File: config.mk
export PLATFORM = sky130hd
export DESIGN_NAME = key_conditioner
export DESIGN_NICKNAME = d
export VERILOG_FILES = /design/src/rtl/key_conditioner.sv
export SDC_FILE = /design/constraint.sdc
export NUM_CORES = 1
export LEC_CHECK = 0
export CAP_MARGIN = 15
export CELL_PAD_IN_SITES_DETAIL_PLACEMENT = 1
export CELL_PAD_IN_SITES_GLOBAL_PLACEMENT = 1
export CORE_ASPECT_RATIO = 0.6
export CORE_UTILIZATION = 35
export CTS_BUF_LIST = sky130_fd_sc_hd__clkbuf_16
export DETAILED_ROUTE_END_ITERATION = 7
export GPL_TIMING_DRIVEN = 0
export PLACE_DENSITY = 0.65
export SETUP_SLACK_MARGIN = 0.4
export SLEW_MARGIN = 20
export SYNTH_ARGS = -nofsm -noshare
export SYNTH_HDL_FRONTEND = slang
export SYNTH_SLANG_ARGS = --single-unit
File: constraint.sdc
create_clock -name clk -period 2.84 [get_ports clk]
set_clock_uncertainty 0.2 [all_clocks]
set_input_delay 0.568 -clock clk [delete_from_list [all_inputs] [get_ports clk]]
set_output_delay 0.568 -clock clk [all_outputs]
set_load 0.01 [all_outputs]
File: src/rtl/key_conditioner.sv
// Synchroniser, per-key debouncer and press strobes for the DE1-SoC KEY[3:0] inputs.
// Define KEY_AUTOREPEAT_EN to add hold-to-repeat on left/right (bits 1:0).
module key_conditioner #(
   parameter int DEBOUNCE_CYCLES = 500000,
   parameter int CNT_W           = 20,
   parameter int REPEAT_DELAY    = 25000000,
   parameter int REPEAT_PERIOD   = 5000000
) (
   input  logic       clk,
   input  logic       rst,
   input  logic [3:0] key_raw,
   output logic       key_right,
   output logic       key_left,
   output logic       key_select,
   output logic       key_back,
   output logic [3:0] press_pulse
);

   localparam logic [CNT_W-1:0] DEB_LAST = CNT_W'(DEBOUNCE_CYCLES - 1);

   if (DEBOUNCE_CYCLES < 1 || REPEAT_DELAY < 1 || REPEAT_PERIOD < 1 ||
       longint'(DEBOUNCE_CYCLES) - 1 >= (longint'(1) << CNT_W)) begin : g_bad_cfg
      $error("key_conditioner: invalid DEBOUNCE/REPEAT/CNT_W parameters");
   end

   logic [3:0]       sync1_q, sync2_q;
   logic [3:0]       deb_q, deb_nxt, fall;
   logic [3:0]       key_lvl, pulse_nxt, pulse_q;
   logic [CNT_W-1:0] cnt_q   [4];
   logic [CNT_W-1:0] cnt_nxt [4];

   always_ff @(posedge clk or negedge rst) begin
      if (!rst) begin
         sync1_q <= '1;
         sync2_q <= '1;
      end else begin
         sync1_q <= key_raw;
         sync2_q <= sync1_q;
      end
   end

   // Any cycle where sync agrees with deb restarts the qualification window.
   always_comb begin
      deb_nxt = deb_q;
      for (int i = 0; i < 4; i++) begin
         cnt_nxt[i] = '0;
         if (sync2_q[i] != deb_q[i]) begin
            if (cnt_q[i] == DEB_LAST) deb_nxt[i] = sync2_q[i];
            else                      cnt_nxt[i] = cnt_q[i] + CNT_W'(1);
         end
      end
   end

   always_ff @(posedge clk or negedge rst) begin
      if (!rst) begin
         deb_q <= '1;
         cnt_q <= '{default: '0};
      end else begin
         deb_q <= deb_nxt;
         cnt_q <= cnt_nxt;
      end
   end

   assign fall = deb_q & ~deb_nxt;

`ifdef KEY_AUTOREPEAT_EN
   // state  | meaning
   // IDLE   | key released (or awaiting debounced press)
   // DELAY  | held, counting REPEAT_DELAY before the first repeat
   // GAP    | one-cycle high so downstream sees a new falling edge
   // REPEAT | held low again, counting REPEAT_PERIOD to the next gap
   typedef enum logic [1:0] {IDLE, DELAY, GAP, REPEAT} rep_state_t;

   localparam logic [CNT_W-1:0] DLY_LAST = CNT_W'(REPEAT_DELAY - 1);
   localparam logic [CNT_W-1:0] PER_LAST = CNT_W'(REPEAT_PERIOD - 1);

   if (longint'(REPEAT_DELAY) - 1 >= (longint'(1) << CNT_W) ||
       longint'(REPEAT_PERIOD) - 1 >= (longint'(1) << CNT_W)) begin : g_bad_rep_cfg
      $error("key_conditioner: CNT_W too small for repeat timing");
   end

   rep_state_t       rep_q    [2];
   rep_state_t       rep_nxt  [2];
   logic [CNT_W-1:0] rcnt_q   [2];
   logic [CNT_W-1:0] rcnt_nxt [2];
   logic [1:0]       rep_lvl_q, rep_lvl_nxt, rep_pulse;

   always_ff @(posedge clk or negedge rst) begin
      if (!rst) begin
         rep_q     <= '{default: IDLE};
         rcnt_q    <= '{default: '0};
         rep_lvl_q <= '1;
      end else begin
         rep_q     <= rep_nxt;
         rcnt_q    <= rcnt_nxt;
         rep_lvl_q <= rep_lvl_nxt;
      end
   end

   always_comb begin
      rep_lvl_nxt = rep_lvl_q;
      rep_pulse   = '0;
      for (int j = 0; j < 2; j++) begin
         rep_nxt[j]  = rep_q[j];
         rcnt_nxt[j] = rcnt_q[j];
         if (deb_nxt[j]) begin
            rep_nxt[j]     = IDLE;
            rcnt_nxt[j]    = '0;
            rep_lvl_nxt[j] = 1'b1;
         end else begin
            case (rep_q[j])
               IDLE: if (fall[j]) begin
                  rep_nxt[j]     = DELAY;
                  rcnt_nxt[j]    = '0;
                  rep_lvl_nxt[j] = 1'b0;
                  rep_pulse[j]   = 1'b1;
               end
               DELAY: if (rcnt_q[j] == DLY_LAST) begin
                  rep_nxt[j]     = GAP;
                  rcnt_nxt[j]    = '0;
                  rep_lvl_nxt[j] = 1'b1;
               end else begin
                  rcnt_nxt[j] = rcnt_q[j] + CNT_W'(1);
               end
               GAP: begin
                  rep_nxt[j]     = REPEAT;
                  rcnt_nxt[j]    = '0;
                  rep_lvl_nxt[j] = 1'b0;
                  rep_pulse[j]   = 1'b1;
               end
               REPEAT: if (rcnt_q[j] == PER_LAST) begin
                  rep_nxt[j]     = GAP;
                  rcnt_nxt[j]    = '0;
                  rep_lvl_nxt[j] = 1'b1;
               end else begin
                  rcnt_nxt[j] = rcnt_q[j] + CNT_W'(1);
               end
               default: rep_nxt[j] = IDLE;
            endcase
         end
      end
   end

   assign key_lvl   = {deb_q[3:2], rep_lvl_q};
   assign pulse_nxt = {fall[3:2], rep_pulse};
`else
   assign key_lvl   = deb_q;
   assign pulse_nxt = fall;
`endif

   always_ff @(posedge clk or negedge rst) begin
      if (!rst) pulse_q <= '0;
      else      pulse_q <= pulse_nxt;
   end

   assign key_right   = key_lvl[0];
   assign key_left    = key_lvl[1];
   assign key_select  = key_lvl[2];
   assign key_back    = key_lvl[3];
   assign press_pulse = pulse_q;

endmodule

# Word level (Yosys, flattened, before mapping)
# Index checks and enable logic that the tools add are counted.
# word_totals
register_bits	96
latchBits	0
ram_bits	0
rom_bits	0
in_bits	6
output_inout_bits	8
wordCells	38
memories	0
# classes
addsub	4
mul	0
div_mod_pow	0
magnitude_cmp	0
n_eq_ne	8
shifts	0
muxes	16
n_bitwise	2
reduce_logical	0
# op_table
cell	n
2-to-1 mux 20 bit	8
adder 20 x 1 -> 20 bit, second input constant	4
== test 20 x 19 -> 1 bit, second input constant	4
2-to-1 mux 1 bit	8
bitwise AND 4 bit	1
inequality test 1 bit	4
NOT 4 bit	1

# Longest topological paths before layout
# Gate-level depths: netlist of run 1.
# logic_depth
word_depth	5
mapped_depth	6
mapped_depth_nobuf	5

# Least setup slack after synthesis of run 1
# OpenSTA, ideal clock, no wires.
# synth_timing
path_type	register to register
start	register cnt_q[40] (netlist name)
end	register cnt_q[51] (netlist name)
arrival_time_ps	1881
required_time_ps	2521
setup_slack_ps	640
stages_incl_launch_ff	7
path_buffers	1
synth_period_minus_slack_ps	2200
path_cell_list	dfrtp_1 -> ha_1 -> nand3_1 -> or4_1 -> o21ai_2 -> buf_6 -> nor2_1
# synth_rtl
element	line	source
from (decl)	29	logic [CNT_W-1:0] cnt_q [4];
from (signal assigned)	60	cnt_q <= cnt_nxt;

==> out/qor.csv, run 1 <==
stage,metric,value,unit
timing,Pins Over Slew Limit,0,
hold_path,hold_sp,sync1_q[1],
grt,met3 usage,0.0419,
synthesis,Synth Net Count,455,
setup_path,"Buf+Inv Stages, Crit Path",0,
drt,Detailed Routing Iterations Pass 1,4,
power_and_ir_drop,peak supply drop,0.259,mV
drt,Via density,5.20,
setup_path,Critical-path top delay cell,or4_1,
clock_network,maximum clock insertion buffer count,2,
grt,met1 Usage GRT,0.241,
clock_network,clock sink count,96,
hold_path,hold endpoint,sync2_q[1],
clock_network,CTS tree,built,
grt,vias in the first global route,3504,
die,CORE AREA,12400,µm²
drt,Initial DRC Count,159,
outcome,outcome,completed,
grt,first-pass GRT wire length,17700,µm
timing,Slew headroom,0.617,
timing,Final min period,2.32,ns
die,Top Ports,14,
grt,initial antenna violation count,0,
timing,Final Cycle Share,0.818,
job,Max Cap Violations,0,
layout,layout cells sized above 1,0.126,
die,full die area,13500,µm²
synthesis,"FFs w/ async S/R, synth",1.00,
power_and_ir_drop,sw frac,0.229,
synthesis,Synthesis Warnings,0,
die,Die X,149,µm
layout,diode count,0,
setup_path,"Data arrival, critical path",2.39,ns
power_and_ir_drop,Net Switching,0.000597,W
grt,busiest metal layer after global routing,met2,
drt,routed vias,3377,
setup_path,CP Max Fanout,9,
synthesis,Post-synth top flop,dfrtp_1,
timing,# setup viols final,0,
clock_network,Clock Pin Slew Worst Setup and Hold Paths,0.07,ns
clock_network,TritonCTS Buffers,9,
synthesis,Yosys reg bits,96,
grt,largest net degree at the start of global routing,60,
power_and_ir_drop,Static Leakage,2.05,nW
clock_network,htree depth,3,
drt,Post-DRT Antenna Nets,0,
layout,"commonest non-fill, non-tap cell in the layout",dfrtp_1,
synthesis,Post-Synthesis Cells,445,
setup_path,critical path launch point type,flip-flop,
setup_path,R2R Setup Slk,0.52,ns
grt,met2 GRT Util,0.242,
placement,# port buffers,13,
clock_network,Worst-Skew Late Latency,0.34,ns
synthesis,Post-Syn Area,4560,µm²
setup_path,nature of the critical path endpoint,flip-flop,
layout,Final nets,489,
grt,total track usage,0.165,
placement,routability-driven placement congestion ratio,0.836,
synthesis,Mean Syn Cell Area,10.3,µm²
placement,pre-CTS setup slack,0.194,ns
drt,post-DR wirelength/cell,15.8,µm
setup_path,worst reg2reg path endpoint,cnt_q[38],
die,Starting Density,0.369,
placement,Final HPWL DP,7060,µm
setup_path,"Cell Chain, Critical Path",ha_1 > nand4_4 > or4_1 > or3_1 > a21oi_1,
power_and_ir_drop,pwr/cell area,490,nW/µm²
drt,Final Routed Wirelength,10300,µm
timing,Fin. Hold Viols,0,
synthesis,"Seq/Total Area, Yosys",0.530,
power_and_ir_drop,Comb pwr share,0.040,
setup_path,Reg-to-Reg Start,cnt_q[20],
setup_path,critical path class,flip-flop to flip-flop,
clock_network,Clock Tree Root,clkbuf_16,
power_and_ir_drop,Int Power,0.00201,W
synthesis,"EDFF count, synth",0,
timing,worst hold slack,0.156,ns
power_and_ir_drop,Clock Power Share,0.418,
setup_path,family with the most delay on the worst path,simple AND/OR/NAND/NOR gates,
timing,RSZ-0062 raised after global routing,false,
layout,area grow syn2layout,16.6,%
timing,Max Clk Rate,430,MHz
synthesis,"Distinct cells, synth",41,
drt,DRC Markers,0,
setup_path,Max stage delay on crit path,0.63,ns
setup_path,CP required,2.90,ns
hold_path,HP Class,flip-flop to flip-flop,
die,FP Rows,31,
timing,Worst-Margin Slew,0.569,ns
setup_path,Worst Reg-to-Reg Cells,5,
layout,most frequent cells in the layout,"dfrtp_1, nor2_1, xnor2_1, inv_1, nand3_1",
die,die height,90.5,µm
timing,Final WS setup,0.516,ns
grt,gr ovfl total,0,
power_and_ir_drop,sequential power share,0.542,
hold_path,Hold Path Depth,0,
-- synthesized netlist by cell type, types with 13 or more instances --
cell     number  share of area
nand4_1      21          0.029
xor2_1       15          0.029
nor2_1       69          0.057
a21oi_1      19          0.021
nand3_1      24          0.026
xnor2_1      42          0.081
or4_1        14          0.023
inv_1        20          0.016
nand2_1      20          0.016
dfrtp_1      84           0.46
or3_1        15          0.021
nor3_1       13          0.014
nor4_1       13          0.018
-- registers in the layout, indices dropped and copies added, names as in the netlist --
name,cells
cnt_q,80
deb_q,4
press_pulse,4
sync1_q,4
sync2_q,4
-- routing by layer --
metal	vias up	wire, µm
met5	-	0
met4	0	105
met3	11	287
met2	32	4500
met1	1686	5360
li1	1648	-
-- area by class of cell --
| type | instances | area [µm²] |
|---|---|---|
| buffer | 6 | 38.8 |
| clock buffer | 9 | 225 |
| clock inverter | 7 | 32.5 |
| fill | 1372 | 7050 |
| inverter | 20 | 75.1 |
| multi-input combinational | 323 | 2100 |
| sequential | 96 | 2420 |
| tap | 165 | 206 |
| timing repair buffer | 23 | 229 |
-- power groups by stage --
stage	clock [W]	combinational (W)	sequential, W
final	0.00109	0.000103	0.00141
after global routing	0.00118	0.000118	0.00142
after CTS	0.00113	0.0000979	0.00141
after detailed placement	0	0.0000944	0.00144
after global placement	0	0.0000881	0.00144
after floorplan	0	0.0000415	0.00143
-- kinds of logic (layout without fill, tap and decap cells) --
logic type / Yosys count / in the layout / synth area share
simple gates: 217 / 217 / 0.259
buf+inv: 26 / 65 / 0.0249
xor+xnor: 57 / 57 / 0.109
compound gates: 41 / 41 / 0.0565
fa+ha+maj: 4 / 4 / 0.0110
flops: 96 / 96 / 0.530
mux: 4 / 4 / 0.00987
-- worst max-delay path by stage --
stage	cells after the start	slack [ns]	startpoint	end
final	5	0.52	cnt_q[20]	cnt_q[38]
after CTS	5	0.41	cnt_q[20]	cnt_q[38]
after floorplan	6	0.64	cnt_q[40]	cnt_q[51]
after global routing	5	0.39	cnt_q[34]	cnt_q[33]
after global placement	1	-2.78	rst	cnt_q[17]
after detailed placement	6	0.19	cnt_q[40]	cnt_q[49]
-- per-stage QoR --
step,utilization,setup TNS [ns],area [µm²],total power (W),std cells
floorplan,-,0,4560,0.00147,445
global placement,0.396,-251.52,4900,0.00153,623
detailed placement,0.398,0,4930,0.00153,624
CTS,0.422,0,5220,0.00264,641
global route,0.430,0,5320,0.00271,649
finish,0.430,0,5320,0.00261,649
-- what timing repair did --
item                                    4_1_cts  5_1_grt
buffers inserted                              0        8
hold buffers                                  1        0
endpoints found under the setup margin       41       43
resized for setup                             4        5
hold endpoints to repair                     28        0
pin swaps                                     1        3
Note: power is estimated with default switching activity, not from simulation.
==> inputs of run 2 (changes only) <==
--- a/config.mk
+++ b/config.mk
@@ -13,7 +13,7 @@
 export CTS_BUF_LIST = sky130_fd_sc_hd__clkbuf_16
 export DETAILED_ROUTE_END_ITERATION = 7
 export GPL_TIMING_DRIVEN = 0
-export PLACE_DENSITY = 0.65
+export PLACE_DENSITY = 0.67
 export SETUP_SLACK_MARGIN = 0.4
 export SLEW_MARGIN = 20
 export SYNTH_ARGS = -nofsm -noshare
==> constraint.sdc (replaced) <==
create_clock -name clk -period 2 [get_ports clk]
set_clock_uncertainty 0.2 [all_clocks]
set_input_delay 0.4 -clock clk [delete_from_list [all_inputs] [get_ports clk]]
set_output_delay 0.4 -clock clk [all_outputs]
set_load 0.01 [all_outputs]
==> out/qor.csv, run 2 (synthesis results as in run 1) <==
stage,metric,value,unit,change
outcome,outcome,"finished, violations left",,
outcome,violated checks,negative setup slack,,
drt,Post-DRT Antenna Nets,0,,unchanged
layout,area grow syn2layout,47.6,%,
power_and_ir_drop,Static Leakage,2.54,nW,+24%
setup_path,Critical-path top delay cell,or4_4,,
power_and_ir_drop,peak supply drop,0.485,mV,+87%
setup_path,R2R Setup Slk,-0.08,ns,-0.60 ns
layout,max reg flops,80,,unchanged
timing,# setup viols final,25,,+25
setup_path,Worst Reg-to-Reg Cells,5,,unchanged
job,Max Cap Violations,0,,unchanged
clock_network,Clock Tree Root,clkbuf_16,,
drt,Detailed Routing Iterations Pass 1,4,,unchanged
grt,vias in the first global route,3984,,+14%
drt,routed vias,3904,,+16%
die,Die X,149,µm,unchanged
setup_path,CP required,2.07,ns,-0.83 ns
clock_network,clock sink count,96,,unchanged
setup_path,critical path class,flip-flop to flip-flop,,
setup_path,CP Max Fanout,7,,-2
die,FP Rows,31,,unchanged
setup_path,Critical Path Source,cnt_q[1],,
setup_path,worst reg2reg path endpoint,cnt_q[17],,
timing,Worst-Margin Slew,0.415,ns,-0.154 ns
timing,Pins Over Slew Limit,0,,unchanged
setup_path,"Cell Chain, Critical Path",nand4_1 > or4_4 > buf_6 > or4_4 > a21oi_2,,
layout,FF+latch area,2450,µm²,+1.4%
grt,initial antenna violation count,0,,unchanged
setup_path,Crit path depth,5,,unchanged
timing,Final Cycle Share,1.04,,+0.223
layout,Final nets,569,,+16%
clock_network,htree depth,3,,unchanged
drt,Final Routed Wirelength,14100,µm,+38%
setup_path,"Data arrival, critical path",2.15,ns,-0.24 ns
layout,area occupied by multi-input gates,2700,µm²,+29%
drt,DRC Markers,0,,unchanged
clock_network,maximum clock insertion buffer count,2,,unchanged
power_and_ir_drop,pwr/cell area,594,nW/µm²,+21%
timing,Final WS setup,-0.0818,ns,-0.598 ns
grt,gr ovfl total,0,,unchanged
die,die height,90.5,µm,unchanged
setup_path,Critical Path Most Common Cell,or4_4,,
setup_path,"Buf+Inv Stages, Crit Path",1,,+1
placement,# port buffers,13,,unchanged
die,Top Ports,14,,unchanged
grt,first-pass GRT wire length,20600,µm,+17%
setup_path,Max stage delay on crit path,0.48,ns,-0.15 ns
hold_path,HP Class,flip-flop to flip-flop,,
placement,pre-CTS setup slack,-0.374,ns,-0.568 ns
layout,"commonest non-fill, non-tap cell in the layout",buf_4,,
clock_network,CTS tree,built,,
placement,routability-driven placement congestion ratio,0.795,,-4.8%
drt,Via density,5.36,,+2.9%
layout,layout cells sized above 1,0.498,,+0.372
layout,post-route insts no fill,729,,+12%
die,CORE AREA,12400,µm²,unchanged
timing,Max Clk Rate,480,MHz,+12%
clock_network,TritonCTS Buffers,9,,unchanged
layout,most frequent cells in the layout,"buf_4, dfrtp_1, xnor2_1, nor2_2, dfrtp_2",,
drt,Initial DRC Count,170,,+6.9%
placement,Final HPWL DP,7140,µm,+1.1%
power_and_ir_drop,Pwr Total,0.00400,W,+53%
timing,Slew headroom,0.723,,+0.105
timing,RSZ-0062 raised after global routing,true,,
layout,largest reg by FF count,cnt_q,,
timing,Fin. Hold Viols,0,,unchanged
timing,Final min period,2.08,ns,-0.242 ns
setup_path,critical path launch point type,flip-flop,,
layout,number of fill cells in the layout,1299,,-5.3%
die,Starting Density,0.369,,unchanged
die,full die area,13500,µm²,unchanged
setup_path,Reg-to-Reg Start,cnt_q[1],,
layout,fin util,0.545,,+0.115
placement,Placed Cells,624,,unchanged
clock_network,Worst-Skew Late Latency,0.34,ns,about the same
layout,diode count,0,,unchanged
timing,setup TNS,-1.39,ns,-1.39 ns
grt,total track usage,0.196,,+0.0310
setup_path,crit path to,cnt_q[17],,
grt,largest net degree at the start of global routing,60,,unchanged
clock_network,Clock Pin Slew Worst Setup and Hold Paths,0.07,ns,about the same
setup_path,family with the most delay on the worst path,simple AND/OR/NAND/NOR gates,,
setup_path,nature of the critical path endpoint,flip-flop,,
drt,post-DR wirelength/cell,19.4,µm,+23%
[run 2: cell types whose count changed in the layout (fill, tap and decap cells not counted), sizes merged]
cell and delta:
clkdlybuf4s50 -8, bufinv +1, clkdlybuf4s15 +4, clkinv -1, buf +84, inv -1, clkinvlp +1
[run 2: repair_timing]
action	CTS	global route
setup endpoints to repair	90	88
pin swaps	31	16
endpoints found under the hold margin	28	0
resized for setup	131	75
setup buffers	54	30
gates cloned	4	0
hold buffers	1	0
[run 2: final cells by class]
cell class,count,share of cell area
sequential,96,0.364
clock inverter,7,0.00984
multi-input combinational,323,0.400
inverter,20,0.0111
tap,165,0.0306
timing repair buffer,103,0.140
clock buffer,9,0.0334
buffer,6,0.0102
[run 2: through the flow]
| step | area [µm²] | hold WS, ns |
|---|---|---|
| 2_1_floorplan | 4790 | -0.0956 |
| 3_3_place_gp | 5120 | 0.146 |
| 3_5_place_dp | 5150 | 0.129 |
| 4_1_cts | 6230 | 0.156 |
| 5_1_grt | 6740 | 0.157 |
| 6_report | 6740 | 0.153 |
[run 2: where the power goes]
part / total, W / internal, W / switching [W] / leakage, nW
clock network: 0.00171 / 0.000961 / 0.000753 / 0.144
logic: 0.000267 / 0.000123 / 0.000143 / 1.16
registers: 0.00202 / 0.00198 / 0.0000423 / 1.24
total: 0.00400 / 0.00306 / 0.000939 / 2.54
[run 2: how the worst min path moves through the flow]
stage / start / to / slack (ns) / cells past startpoint
floorplan: rst / cnt_q[0] / -0.1 / 0
global placement: sync1_q[0] / sync2_q[0] / 0.15 / 0
CTS: sync1_q[0] / sync2_q[0] / 0.16 / 0
detailed placement: rst / cnt_q[64] / 0.13 / 1
global route: sync1_q[0] / sync2_q[0] / 0.16 / 0
finish: sync1_q[0] / sync2_q[0] / 0.15 / 0
[run 2: routing by layer]
layer / wire [µm] / share of wire / track usage / vias up
li1: - / - / - / 1813
met1: 6610 / 0.47 / 0.276 / 2009
met2: 6880 / 0.49 / 0.305 / 61
met3: 436 / 0.031 / 0.0419 / 21
met4: 198 / 0.014 / 0.0493 / 0
met5: 0 / 0 / 0 / -
[run 2: worst register-to-register path, delay by kind of cell, from the launching register on]
family	cells	cell delay (ns)
simple gates	3	1.10
flops	1	0.42
buf+inv	1	0.15
compound gates	1	0.14
